## src/rtl/cpu_input_port_pkg.sv

```systemverilog
// Shared types for the CPU input port: debounce FSM encoding and hex-to-7-segment
// constants, in the same segment order as the CPU LED path ({g,f,e,d,c,b,a}, active-high).
package cpu_input_port_pkg;

    typedef enum logic [1:0] {
        DB_IDLE_LO = 2'd0,
        DB_CHK_HI  = 2'd1,
        DB_IDLE_HI = 2'd2,
        DB_CHK_LO  = 2'd3
    } db_state_t;

    localparam logic [6:0] SEG_0 = 7'h3F;
    localparam logic [6:0] SEG_1 = 7'h06;
    localparam logic [6:0] SEG_2 = 7'h5B;
    localparam logic [6:0] SEG_3 = 7'h4F;
    localparam logic [6:0] SEG_4 = 7'h66;
    localparam logic [6:0] SEG_5 = 7'h6D;
    localparam logic [6:0] SEG_6 = 7'h7D;
    localparam logic [6:0] SEG_7 = 7'h07;
    localparam logic [6:0] SEG_8 = 7'h7F;
    localparam logic [6:0] SEG_9 = 7'h6F;
    localparam logic [6:0] SEG_A = 7'h77;
    localparam logic [6:0] SEG_B = 7'h7C;
    localparam logic [6:0] SEG_C = 7'h39;
    localparam logic [6:0] SEG_D = 7'h5E;
    localparam logic [6:0] SEG_E = 7'h79;
    localparam logic [6:0] SEG_F = 7'h71;

    function automatic logic [6:0] seg_encode(input logic [3:0] nib);
        case (nib)
            4'h0:    return SEG_0;
            4'h1:    return SEG_1;
            4'h2:    return SEG_2;
            4'h3:    return SEG_3;
            4'h4:    return SEG_4;
            4'h5:    return SEG_5;
            4'h6:    return SEG_6;
            4'h7:    return SEG_7;
            4'h8:    return SEG_8;
            4'h9:    return SEG_9;
            4'hA:    return SEG_A;
            4'hB:    return SEG_B;
            4'hC:    return SEG_C;
            4'hD:    return SEG_D;
            4'hE:    return SEG_E;
            default: return SEG_F;
        endcase
    endfunction

endpackage

```

## src/rtl/cpu_input_port_if.sv

```systemverilog
// CPU-side read handshake of the input port (IN instruction strobe and returned data).
interface cpu_input_port_if #(
    parameter int DATA_W = 8
);
    logic              rd_en;
    logic [DATA_W-1:0] data_out;
    logic              data_ready;
    logic              overrun;

    modport master (output rd_en, input data_out, data_ready, overrun);
    modport slave  (input rd_en, output data_out, data_ready, overrun);
endinterface

```

## src/rtl/cpu_input_port_debouncer.sv

```systemverilog
// Synchronizes the switch bank and enter button, debounces the button and emits a
// one-cycle registered press pulse on each accepted rising level.
//   state      | meaning
//   DB_IDLE_LO | stable low, waiting for a high
//   DB_CHK_HI  | counting consecutive high cycles
//   DB_IDLE_HI | stable high, waiting for a low
//   DB_CHK_LO  | counting consecutive low cycles
module cpu_input_port_debouncer
    import cpu_input_port_pkg::*;
#(
    parameter int DATA_W          = 8,
    parameter int SYNC_STAGES     = 2,
    parameter int DEBOUNCE_CYCLES = 16
) (
    input  logic              clkin,
    input  logic              rst,
    input  logic [DATA_W-1:0] sw_in,
    input  logic              btn_in,
    output logic [DATA_W-1:0] sw_s,
    output logic              btn_stable,
    output logic              press
);
    localparam int CNT_W = $clog2(DEBOUNCE_CYCLES);
    localparam logic [CNT_W-1:0] CNT_LAST = CNT_W'(DEBOUNCE_CYCLES - 1);

    logic [SYNC_STAGES-1:0]             btn_sync;
    logic [SYNC_STAGES-1:0][DATA_W-1:0] sw_sync;
    logic                               btn_s;
    db_state_t                          state, state_nxt;
    logic [CNT_W-1:0]                   cnt, cnt_nxt;
    logic                               press_nxt;

    always_ff @(posedge clkin) begin
        if (rst) begin
            btn_sync <= '0;
            sw_sync  <= '0;
        end else begin
            btn_sync <= {btn_sync[SYNC_STAGES-2:0], btn_in};
            sw_sync  <= {sw_sync[SYNC_STAGES-2:0], sw_in};
        end
    end

    assign btn_s = btn_sync[SYNC_STAGES-1];
    assign sw_s  = sw_sync[SYNC_STAGES-1];

    always_ff @(posedge clkin) begin
        if (rst) begin
            state <= DB_IDLE_LO;
            cnt   <= '0;
            press <= 1'b0;
        end else begin
            state <= state_nxt;
            cnt   <= cnt_nxt;
            press <= press_nxt;
        end
    end

    // The counter saturates into a state change, so it never wraps.
    always_comb begin
        state_nxt = state;
        cnt_nxt   = '0;
        press_nxt = 1'b0;
        case (state)
            DB_IDLE_LO: begin
                if (btn_s) begin
                    state_nxt = DB_CHK_HI;
                    cnt_nxt   = CNT_W'(1);
                end
            end
            DB_CHK_HI: begin
                if (!btn_s) begin
                    state_nxt = DB_IDLE_LO;
                end else if (cnt == CNT_LAST) begin
                    state_nxt = DB_IDLE_HI;
                    press_nxt = 1'b1;
                end else begin
                    cnt_nxt = cnt + 1'b1;
                end
            end
            DB_IDLE_HI: begin
                if (!btn_s) begin
                    state_nxt = DB_CHK_LO;
                    cnt_nxt   = CNT_W'(1);
                end
            end
            DB_CHK_LO: begin
                if (btn_s) begin
                    state_nxt = DB_IDLE_HI;
                end else if (cnt == CNT_LAST) begin
                    state_nxt = DB_IDLE_LO;
                end else begin
                    cnt_nxt = cnt + 1'b1;
                end
            end
            default: state_nxt = DB_IDLE_LO;
        endcase
    end

    assign btn_stable = (state == DB_IDLE_HI) || (state == DB_CHK_LO);

endmodule

```

## src/rtl/cpu_input_port.sv

```systemverilog
// CPU input port: latches the switch bank on each debounced enter press and holds it for
// the IN instruction. Optional INPUT_ECHO_EN adds registered 7-segment echo of the held value.
module cpu_input_port
    import cpu_input_port_pkg::*;
#(
    parameter int DATA_W          = 8,
    parameter int SYNC_STAGES     = 2,
    parameter int DEBOUNCE_CYCLES = 16
) (
    input  logic              clkin,
    input  logic              rst,
    input  logic [DATA_W-1:0] sw_in,
    input  logic              btn_in,
    cpu_input_port_if.slave   bus
`ifdef INPUT_ECHO_EN
    ,
    output logic [6:0]        seg_hi,
    output logic [6:0]        seg_lo
`endif
);
    logic [DATA_W-1:0] sw_s;
    logic [DATA_W-1:0] hold;
    logic [DATA_W-1:0] data_out_q;
    logic              btn_stable;
    logic              press;
    logic              capture;
    logic              ready_q;
    logic              overrun_q;

    cpu_input_port_debouncer #(
        .DATA_W          (DATA_W),
        .SYNC_STAGES     (SYNC_STAGES),
        .DEBOUNCE_CYCLES (DEBOUNCE_CYCLES)
    ) u_debouncer (
        .clkin      (clkin),
        .rst        (rst),
        .sw_in      (sw_in),
        .btn_in     (btn_in),
        .sw_s       (sw_s),
        .btn_stable (btn_stable),
        .press      (press)
    );

    // A press pulse always coincides with the debounced level being high.
    assign capture = press & btn_stable;

    always_ff @(posedge clkin) begin
        if (rst) begin
            hold       <= '0;
            data_out_q <= '0;
            ready_q    <= 1'b0;
            overrun_q  <= 1'b0;
        end else begin
            if (capture) hold <= sw_s;
            if (bus.rd_en) data_out_q <= hold;

            if (capture)        ready_q <= 1'b1;
            else if (bus.rd_en) ready_q <= 1'b0;

            if (bus.rd_en)               overrun_q <= 1'b0;
            else if (capture && ready_q) overrun_q <= 1'b1;
        end
    end

    assign bus.data_out   = data_out_q;
    assign bus.data_ready = ready_q;
    assign bus.overrun    = overrun_q;

`ifdef INPUT_ECHO_EN
    always_ff @(posedge clkin) begin
        if (rst) begin
            seg_hi <= '0;
            seg_lo <= '0;
        end else begin
            seg_hi <= seg_encode(hold[7:4]);
            seg_lo <= seg_encode(hold[3:0]);
        end
    end
`endif

endmodule

```

## src/flat_wrapper.sv

```systemverilog
// flat-port wrapper written by rule: the top's interface ports become plain ports
module cpu_input_port_flat import cpu_input_port_pkg::*;
#(
    parameter int DATA_W          = 8,
    parameter int SYNC_STAGES     = 2,
    parameter int DEBOUNCE_CYCLES = 16
)
  (clkin, rst, sw_in, btn_in, bus_rd_en, bus_data_out, bus_data_ready, bus_overrun);
  cpu_input_port_if #(.DATA_W(DATA_W)) bus_i ();
  input  logic clkin;
  input  logic rst;
  input  logic [DATA_W-1:0] sw_in;
  input  logic btn_in;
  input wire logic [$bits(bus_i.rd_en)-1:0] bus_rd_en;
  output wire logic [$bits(bus_i.data_out)-1:0] bus_data_out;
  output wire logic [$bits(bus_i.data_ready)-1:0] bus_data_ready;
  output wire logic [$bits(bus_i.overrun)-1:0] bus_overrun;
  assign bus_i.rd_en = bus_rd_en;
  assign bus_data_out = bus_i.data_out;
  assign bus_data_ready = bus_i.data_ready;
  assign bus_overrun = bus_i.overrun;
  cpu_input_port #(.DATA_W(DATA_W), .SYNC_STAGES(SYNC_STAGES), .DEBOUNCE_CYCLES(DEBOUNCE_CYCLES)) u_core (.clkin(clkin), .rst(rst), .sw_in(sw_in), .btn_in(btn_in), .bus(bus_i));
endmodule
```

## config.mk

```make
export PLATFORM = sky130hd
export DESIGN_NAME = cpu_input_port_flat
export DESIGN_NICKNAME = d
export VERILOG_FILES = /design/src/rtl/cpu_input_port_pkg.sv /design/src/rtl/cpu_input_port_if.sv /design/src/rtl/cpu_input_port_debouncer.sv /design/src/rtl/cpu_input_port.sv /design/src/flat_wrapper.sv
export SDC_FILE = /design/constraint.sdc
export NUM_CORES = 1
export LEC_CHECK = 0
export ABC_AREA = 0
export CORE_ASPECT_RATIO = 0.9
export CORE_MARGIN = 3
export CORE_UTILIZATION = 30
export DETAILED_ROUTE_END_ITERATION = 8
export PLACE_DENSITY = 0.61
export SLEW_MARGIN = 5
export SYNTH_ARGS = -nofsm -noshare
export SYNTH_HDL_FRONTEND = slang
export SYNTH_SLANG_ARGS = --single-unit
```

## constraint.sdc

```tcl
create_clock -name clkin -period 1 [get_ports clkin]
set_clock_uncertainty 0.05 [all_clocks]
set_input_delay 0.2 -clock clkin [delete_from_list [all_inputs] [get_ports clkin]]
set_output_delay 0.2 -clock clkin [all_outputs]
set_load 0.05 [all_outputs]
```

==> impl_metrics.ini <==
[power_and_ir_drop]
leakage_nw = 0.754
pwr_density_cell_nw_per_um2 = 1480
max-vdd-ir-drop_mv = 0.621

[worst_hold_path]
hp-class = reg2reg

[die]
num_io_pins = 22
die_w_um = 77.2
rows = 22
die_h_um = 70.1
fp.dieArea_um2 = 5410
start_util = 0.323
core_area_um2 = 4240

[grt]
grt_start_max_net_pins = 21
overflow = 0
grt_pass1_wl_mm = 3.92
grt_pass1_vias = 920
grtUsageTotal = 0.0922
antenna_found_initial = 0

[route]
detail_route.wl_per_cell_um = 9.87
drt_iter0_markers = 28
via_per_inst = 4.08
ant_nets = 0
dr_total_vias = 930
first_pass_iters = 4
routed_wl_mm = 2.25
drc = 0

[timing]
slew_violations = 0
finalSetupViolations = 12
min_period_ns = 1.07
setup_ws_ns = -0.0702
finalCritPeriodShare = 1.07
max_freq_mhz = 934
rsz0062_at_grt = true
finalHoldViolations = 0
tightest_slew_ns = 0.209
maxSlewHeadroom = 0.861

[yosys]
seq_area_frac_synth = 0.629
synth-warning-count = 0
ys_seq_elements = 43
yosys.area.top_type_share = 0.629
synth_cells = 132
syn_area_um2 = 1370
synthTopCellsByArea = dfxtp_1, nor2b_1, mux2i_1
yosysTopAreaCell = dfxtp_1
synthDistinctLibCells = 22
syn_area_per_cell_um2 = 10.4
synthesis.nets = 145

[final_layout]
drive_above_1_share = 0.304
area_delta_synth_final_pct = 44.2
final_area_um2 = 1970
fin_cells = 228
final_nets = 180
diodes = 0

[run]
max_cap_violations = 0

[critical_path]
crit_slowest_cell = dfxtp_2
r2r-start = u_core.u_debouncer.cnt[0]
cp.arrival_ns = 1.20
crit_path_cell_trace = ha_4 -> nand4_1 -> mux2i_1 -> nor2_1
crit_fanout = 3
r2r_cells = 4
required_ns = 1.13
max_stage_delay_ns = 0.36
r2r_slack_ns = -0.07
critPathCaptureType = register
setup.worst_path.start_class = register
startpoint = u_core.u_debouncer.cnt[0]
crit_type = reg2reg

[place]
dpl_cell_area_um2 = 1810
place.gp.congestion = 0.762
place_hpwl_mm = 1.56
post-place-cells = 217
io_buffers = 21

[cts]
h-tree-depth = 2
numCtsBuffers = 5
clkTransAtPathRegs_ns = 0.08
tritoncts = yes
clk_latency_ns = 0.29
clock-sinks = 43
cts-root-buf = clkbuf_8
cts_buffer_depth = 2

[outcome]
status = finished, violations left
violations = setup timing
-- synthesized netlist by cell type, drive strengths merged --
cell    instances
dfxtp          43
nor2b          19
nand2          17
a21oi          13
nor2           11
mux2i           9
buf             3
clkbuf          3
inv             2
nand2b          2
and2            1
ha              1
nand3b          1
nand4           1
nand4b          1
nor3            1
nor4b           1
o21ai           1
xnor2           1
xor2            1
-- metal layers --
metal	wire [um]	track usage
met5	0	0
met4	65	0.0593
met3	156	0.0451
met2	1020	0.148
met1	1010	0.0960
-- cells by family (layout without fill, tap and decap cells) --
logic type,count (synthesis),count (layout),share of synthesized area
and+or+nand+nor,55,55,0.204
DFF,43,43,0.629
AOI/OAI and AO/OA,14,14,0.0512
muxes,9,9,0.0659
buffers and inverters,8,44,0.0275
xor gates and xnor gates,2,2,0.0128
adders and majority gates,1,1,0.00915
-- power breakdown --
group          total (W)  internal (W)  switching, W
Combinational   0.000123     0.0000776     0.0000456
Clock            0.00104      0.000487      0.000552
Sequential       0.00175       0.00174     0.0000107
Total            0.00292       0.00231      0.000608
-- critical path, delay by kind of cell (launching register included) --
| family | cells | cell delay, ns |
|---|---|---|
| fa+ha+maj | 1 | 0.14 |
| mux | 1 | 0.19 |
| flops | 1 | 0.36 |
| simple gates | 2 | 0.21 |
-- final cells by class --
cell class / instances / area, um2
Inverter: 2 / 7.51
Multi-Input combinational cell: 81 / 508
Sequential cell: 43 / 881
Clock buffer: 6 / 72.6
Clock inverter: 2 / 12.5
Timing Repair Buffer: 34 / 415
Tap cell: 60 / 75.1
Fill cell: 398 / 2270
-- registers in the layout, summed over array words and instances (netlist names), named ones only --
register,flops
u_core.u_debouncer.state,1
u_core.u_debouncer.sw_s,8
u_core.bus.data_ready,1
u_core.u_debouncer.cnt,4
u_core.u_debouncer.btn_sync,2
u_core.u_debouncer.press,1
u_core.hold,8
u_core.bus.data_out,8
u_core.u_debouncer.sw_sync,8
u_core.bus.overrun,1
-- cells in the final DEF (no fill, tap or decap), drive strengths merged, types with 2 or more instances in the layout --
cell	instances
dfxtp	43
buf	23
nor2b	19
nand2	17
a21oi	13
nor2	11
clkdlybuf4s50	11
mux2i	9
clkbuf	6
nand2b	2
inv	2
-- worst min-delay path by stage --
| stage | cells past startpoint | start | end |
|---|---|---|---|
| 2_1_floorplan | 1 | btn_in | u_core.u_debouncer.btn_sync[0] |
| 6_report | 2 | u_core.u_debouncer.sw_s[2] | u_core.hold[2] |
| 3_5_place_dp | 2 | u_core.u_debouncer.sw_s[3] | u_core.hold[3] |
| 3_3_place_gp | 1 | u_core.u_debouncer.btn_sync[0] | u_core.u_debouncer.btn_sync[1] |
| 4_1_cts | 2 | u_core.u_debouncer.sw_s[3] | u_core.hold[3] |
| 5_1_grt | 2 | sw_in[4] | u_core.u_debouncer.sw_sync[4] |
-- what timing repair did --
action,in CTS,in global routing
endpoints found under the setup margin,18,21
setup buffers,3,0
pin swaps,0,3
hold buffers,0,0
resized for setup,12,9
-- stage by stage --
| step | worst slack (ns) | hold WS, ns | power (W) | utilization | TNS [ns] |
|---|---|---|---|---|---|
| 2_1_floorplan | 0.0144 | 0.278 | 0.00186 | - | 0 |
| 3_3_place_gp | -0.242 | 0.370 | 0.00191 | 0.428 | -8.79 |
| 3_5_place_dp | -0.270 | 0.375 | 0.00192 | 0.428 | -9.64 |
| 4_1_cts | -0.0587 | 0.382 | 0.00296 | 0.457 | -0.565 |
| 5_1_grt | -0.173 | 0.395 | 0.00307 | 0.465 | -1.31 |
| 6_report | -0.0702 | 0.387 | 0.00292 | 0.465 | -0.426 |
(Power assumes the default switching activity.)
